--- src/rtl/drop_timer_pkg.sv ---
// drop_timer_pkg: shared types and default sizing for the drop timer slice.
//   state_e          timer control state (IDLE, RUN, PAUSED)
//   DEF_WIDTH        default counter / top width
//   DEF_LED_BIT      default counter bit routed to the led output
//   DEF_PRESCALE_W   default prescaler width (DROP_TIMER_PRESCALER_EN builds)
package drop_timer_pkg;

  localparam int unsigned DEF_WIDTH      = 25;
  localparam int unsigned DEF_LED_BIT    = 21;
  localparam int unsigned DEF_PRESCALE_W = 8;

  typedef enum logic [1:0] {
    ST_IDLE   = 2'd0,
    ST_RUN    = 2'd1,
    ST_PAUSED = 2'd2
  } state_e;

endpackage : drop_timer_pkg

--- src/rtl/drop_timer_tick_prescaler.sv ---
// tick_prescaler: free-running divider that counts 0..div and flags its wrap.
//   clk    clock
//   reset  synchronous, active-low
//   clear  restart the divider at 0 (start/stop/idle)
//   hold   freeze the divider (timer paused)
//   div    terminal value; a tick occurs every div+1 enabled clocks
//   tick   combinational, high in the cycle the divider wraps
module tick_prescaler #(
  parameter int unsigned W = 8
) (
  input  logic         clk,
  input  logic         reset,
  input  logic         clear,
  input  logic         hold,
  input  logic [W-1:0] div,
  output logic         tick
);

  logic [W-1:0] cnt_q;
  logic [W-1:0] cnt_d;
  logic         wrap_c;

  assign wrap_c = (cnt_q == div);
  assign tick   = wrap_c & ~hold & ~clear;

  // Divider next value: clear beats hold beats counting.
  always_comb begin
    cnt_d = cnt_q;
    if (clear) begin
      cnt_d = '0;
    end else if (!hold) begin
      cnt_d = wrap_c ? '0 : W'(cnt_q + 1'b1);
    end
  end

  always_ff @(posedge clk) begin
    if (!reset) begin
      cnt_q <= '0;
    end else begin
      cnt_q <= cnt_d;
    end
  end

endmodule : tick_prescaler

--- src/rtl/drop_timer.sv ---
// drop_timer: restartable interval timer producing the gravity/drop tick.
// Counts 0..top_q and pulses trigger for one cycle on each wrap. top is
// shadowed into top_q at start and at every wrap, so speed changes only take
// effect on the following period.
//   clk       clock
//   reset     synchronous, active-low
//   start     pulse: latch top/oneshot, clear counter, run
//   stop      pulse: back to idle, clear counter (wins over start)
//   pause     level: hold the counter while running
//   oneshot   mode sampled at start (1 = single period)
//   top       terminal count; period = top+1 count steps
//   prescale  count-step divider (only with DROP_TIMER_PRESCALER_EN)
//   trigger   registered one-cycle pulse on wrap
//   running   registered, high in RUN or PAUSED
//   led       counter bit LED_BIT
//   count     current counter value
// Build option: define DROP_TIMER_PRESCALER_EN to add the prescale port and
// the tick_prescaler stage; otherwise every running clock is a count step.
module drop_timer
  import drop_timer_pkg::*;
#(
  parameter int unsigned WIDTH      = DEF_WIDTH,
  parameter int unsigned LED_BIT    = DEF_LED_BIT
`ifdef DROP_TIMER_PRESCALER_EN
  ,
  parameter int unsigned PRESCALE_W = DEF_PRESCALE_W
`endif
) (
  input  logic                  clk,
  input  logic                  reset,
  input  logic                  start,
  input  logic                  stop,
  input  logic                  pause,
  input  logic                  oneshot,
  input  logic [WIDTH-1:0]      top,
`ifdef DROP_TIMER_PRESCALER_EN
  input  logic [PRESCALE_W-1:0] prescale,
`endif
  output logic                  trigger,
  output logic                  running,
  output logic                  led,
  output logic [WIDTH-1:0]      count
);

  state_e           state_q, state_d;
  logic [WIDTH-1:0] cnt_q, cnt_d;
  logic [WIDTH-1:0] top_q, top_d;
  logic             mode_q, mode_d;
  logic             trig_q, trig_d;
  logic             run_q, run_d;

  logic             active_c;
  logic             step_c;
  logic             wrap_c;

  assign active_c = (state_q != ST_IDLE);
  assign wrap_c   = (cnt_q == top_q);

  // A count step happens in RUN, and also on the edge that leaves PAUSED,
  // so a pause of P cycles stretches the period by exactly P cycles.
`ifdef DROP_TIMER_PRESCALER_EN
  logic pre_tick;
  logic pre_clear;

  assign pre_clear = start | stop | ~active_c;

  tick_prescaler #(
    .W (PRESCALE_W)
  ) u_prescaler (
    .clk   (clk),
    .reset (reset),
    .clear (pre_clear),
    .hold  (pause),
    .div   (prescale),
    .tick  (pre_tick)
  );

  assign step_c = active_c & ~pause & pre_tick;
`else
  assign step_c = active_c & ~pause;
`endif

  // State register.
  always_ff @(posedge clk) begin
    if (!reset) begin
      state_q <= ST_IDLE;
    end else begin
      state_q <= state_d;
    end
  end

  // Next state: stop > start > pause > count.
  always_comb begin
    state_d = state_q;
    if (stop) begin
      state_d = ST_IDLE;
    end else if (start) begin
      state_d = ST_RUN;
    end else begin
      case (state_q)
        ST_RUN, ST_PAUSED: begin
          if (pause) begin
            state_d = ST_PAUSED;
          end else if (step_c && wrap_c && mode_q) begin
            state_d = ST_IDLE;
          end else begin
            state_d = ST_RUN;
          end
        end
        default: state_d = ST_IDLE;
      endcase
    end
  end

  // Datapath and output next values.
  always_comb begin
    cnt_d  = cnt_q;
    top_d  = top_q;
    mode_d = mode_q;
    trig_d = 1'b0;
    run_d  = (state_d != ST_IDLE);
    if (stop) begin
      cnt_d = '0;
    end else if (start) begin
      cnt_d  = '0;
      top_d  = top;
      mode_d = oneshot;
    end else if (step_c) begin
      if (wrap_c) begin
        cnt_d  = '0;
        trig_d = 1'b1;
        top_d  = top;
      end else begin
        cnt_d = WIDTH'(cnt_q + 1'b1);
      end
    end
  end

  always_ff @(posedge clk) begin
    if (!reset) begin
      cnt_q  <= '0;
      top_q  <= '0;
      mode_q <= 1'b0;
      trig_q <= 1'b0;
      run_q  <= 1'b0;
    end else begin
      cnt_q  <= cnt_d;
      top_q  <= top_d;
      mode_q <= mode_d;
      trig_q <= trig_d;
      run_q  <= run_d;
    end
  end

  assign trigger = trig_q;
  assign running = run_q;
  assign count   = cnt_q;
  assign led     = cnt_q[LED_BIT];

endmodule : drop_timer

--- config.mk ---
export PLATFORM = sky130hd
export DESIGN_NAME = drop_timer
export DESIGN_NICKNAME = d
export VERILOG_FILES = /design/src/rtl/drop_timer_pkg.sv /design/src/rtl/drop_timer_tick_prescaler.sv /design/src/rtl/drop_timer.sv
export SDC_FILE = /design/constraint.sdc
export NUM_CORES = 1
export LEC_CHECK = 0
export CAP_MARGIN = 20
export CORE_MARGIN = 3
export CORE_UTILIZATION = 45
export DETAILED_ROUTE_END_ITERATION = 7
export PLACE_DENSITY = 0.84
export SYNTH_ARGS = -nofsm -noshare
export SYNTH_HDL_FRONTEND = slang
export SYNTH_SLANG_ARGS = --single-unit
--- constraint.sdc ---
create_clock -name clk -period 1.67 [get_ports clk]
set_clock_uncertainty 0.05 [all_clocks]
set_input_delay 0.334 -clock clk [delete_from_list [all_inputs] [get_ports clk]]
set_output_delay 0.334 -clock clk [all_outputs]
set_load 0.05 [all_outputs]
==> summary.txt <==
Floorplanning
  • Die footprint: between 6000 and 7000 sq um
  • Core area: between 5000 and 6000 sq um
  • # IOs: just under 60
  • Initial core utilization: 0.471
  • Die width: between 80 and 90 microns
  • # rows: 27
  • Die height: around 83 microns

Critical path
  • Critical path, cell by cell: xor2_1 > nor4_2 > nand4_2 > o22ai_4 > buf_4 > buf_12 > mux2i_1
  • WP data arrival: about 2.1 ns
  • Worst path required time: 1.86 ns
  • Worst Setup End Kind: flop
  • Type of the worst setup path: reg2reg
  • Worst path max stage delay: 0.36 ns
  • Maximum fanout along the worst path: 7
  • Crit-path slowest cell: dfxtp_2
  • CP top delay family: simple AND/OR/NAND/NOR gates
  • Count of buffer and inverter cells on the critical path: 2
  • Crit start category: flop

Yosys
  • Area leader, netlist: dfxtp_1
  • Area contributors post-synth: dfxtp_1, xor2_1, mux2i_1
  • Sequential share of the synthesized area: 0.417
  • Synth Instances: ~300
  • Post-synth top area share: 0.417
  • Top cells by count, synth: nand2_1, dfxtp_1, nor2_1, xor2_1, mux2i_1
  • Netlist cell types: 32
  • Fraction of registers with async set/reset: 0
  • Mapped cell area: about 2600 sq um
  • Count leader, synth: nand2_1
  • Ys flop type: dfxtp_1
  • Yosys reg bits: between 50 and 60
  • Synth warn: 0
  • Syn nets: 332
  • Post-synth EDFFs: 0
  • Mean area per synthesized cell: between 8 and 9 sq um

Drt
  • # DRC: 0
  • Total vias in the final route: ~2400
  • DRT antenna net count: 0
  • First drt pass iteration count: 4
  • DRT Wirelength: between 7 and 8 mm
  • WL/cell: 16.0 microns
  • Via-to-Cell Ratio: about 5.2
  • Initial DRC count: 160

Placed design
  • RD Place Congestion: around 0.86
  • DPL Wire Length: about 5.3 mm
  • IO buf count: 58

Job
  • Max cap viols: 0

CTS
  • CTS buffer count: 5
  • Post-CTS Hold Fix Bufs: 0
  • Clk root buf: clkbuf_8
  • Clk Latency, worst-skew pair: between 0.3 and 0.4 ns
  • # clock sinks: 55
  • H-tree lvl count: 2
  • Clk buf depth: 2
  • Clock slew at reported path FFs: 0.10 ns
  • CTS tree: done

STA
  • Final Hold Viols: 0
  • Least-Margin Pin Slew: about 0.39 ns
  • Pins over their slew limit: 0
  • Slew headroom: 0.739
  • Fin crit share: 1.15
  • Unrepaired setup endpoints after global routing: yes
  • Achievable Freq: 0.519 GHz
  • Setup ws final: -0.258 ns
  • Final min period: about 1.9 ns
  • Setup violators final: 53

Global routing
  • Vias in the first global route: 2378
  • First-pass GRT wire length: 11.6 mm
  • Antenna violations before repair: 0
  • Global route total overflow: 0
  • Gr usage total: 0.230
  • Pin count of the biggest net entering global routing: 33

Pwr
  • Total power: roughly 0.0025 W
  • Maximum VDD drop: 0.392 mV
  • Pwr/cell area: 615 nW/um^2
  • Leakage: 1.69 nW

Hold path
  • Type of the most critical hold path: reg2reg

Final layout
  • Number of diodes: 0
  • Fraction of layout cells with a size suffix above 1: 0.312
  • Post-layout util: 0.721
  • Layout net count: approximately 430
  • Synthesis-to-finish area growth: 53.0%
  • Number of fill cells: approximately 400

Run status
  • Failing checks: negative setup slack
  • Outcome: finished, violations left
## cell usage in the layout (no fill, tap or decap), drive strengths merged, types with 9 or more instances in the layout
| cell type | synthesis | layout |
|---|---|---|
| buf | 6 | 76 |
| nand2 | 62 | 62 |
| dfxtp | 55 | 55 |
| xor2 | 31 | 31 |
| nor2 | 31 | 31 |
| clkdlybuf4s50 | 0 | 30 |
| mux2i | 25 | 25 |
| xnor2 | 18 | 18 |
| nor3 | 11 | 11 |
| nor4 | 10 | 10 |
| nand3 | 9 | 9 |
| inv | 8 | 9 |
## sequential cells by signal, indices dropped and copies added, names as in the netlist
signal,flops
state_q,2
running,1
count,25
trigger,1
top_q,25
mode_q,1
## kinds of logic (layout without fill, tap and decap cells)
family,Yosys count,count (layout),share of synthesized area
buf+inv,21,123,0.0450
compound gates,9,9,0.0265
xor+xnor,49,49,0.162
fa+ha+maj,2,2,0.00947
mux,25,25,0.0947
simple gates,138,138,0.245
flops,55,55,0.417
## repair_timing
action                                  4_1_cts  5_1_grt
pin swaps                                     2        5
endpoints found under the setup margin       53       53
buffers inserted                              2        2
resized for setup                             9        2
gates cloned                                  2        1
## path summary, 6_finish.rpt
check / from / to / slack (ns) / cells past startpoint
min reg2reg: top_q[3]$_SDFFE_PN0P_ / top_q[3]$_SDFFE_PN0P_ / 0.43 / 2
min: top_q[3]$_SDFFE_PN0P_ / top_q[3]$_SDFFE_PN0P_ / 0.43 / 2
max reg2reg: count[13]$_SDFFE_PP0N_ / top_q[8]$_SDFFE_PN0P_ / -0.26 / 7
max: count[13]$_SDFFE_PP0N_ / top_q[8]$_SDFFE_PN0P_ / -0.26 / 7
## metrics by stage
step	cell area (sq um)	setup TNS, ns	instances	hold WS, ns	setup slack (ns)
finish	4040	-10.61	473	0.431	-0.258
global placement	3780	-13.85	458	0.404	-0.295
global route	4040	-14.44	473	0.454	-0.337
floorplan	2740	-5.49	299	0.363	-0.192
detailed placement	3780	-16.82	458	0.416	-0.395
CTS	3990	-7.14	470	0.432	-0.168
## routing by layer
layer	share of wire	vias to the layer above	track usage
met1	0.43	1169	0.298
li1	-	1187	-
met5	0	-	0
met4	0.025	0	0.0948
met3	0.038	16	0.0358
met2	0.51	64	0.381
## worst register-to-register path, delay by kind of cell, from the launching register on
| family | cells | cell delay [ns] |
|---|---|---|
| xor gates and xnor gates | 1 | 0.17 |
| DFF | 1 | 0.36 |
| muxes | 1 | 0.20 |
| AOI/OAI and AO/OA | 1 | 0.23 |
| buffers and inverters | 2 | 0.29 |
| and+or+nand+nor | 2 | 0.56 |
## area by class of cell
type	instances	area, sq um	share of cell area
well taps	72	90.1	0.0223
multi-input cells	223	1460	0.362
clock buffers	6	82.6	0.0204
clock inverters	2	15.0	0.00371
inverters	8	30.0	0.00743
flip-flops and latches	55	1180	0.293
repair buffers	107	1180	0.291
## power breakdown
group	internal, W	switching [W]	total (W)
clock network	0.000341	0.000452	0.000793
logic	0.000194	0.000157	0.000351
registers	0.00131	0.0000278	0.00134
total	0.00185	0.000636	0.00249
No activity file was read; power rests on OpenSTA's default activity.
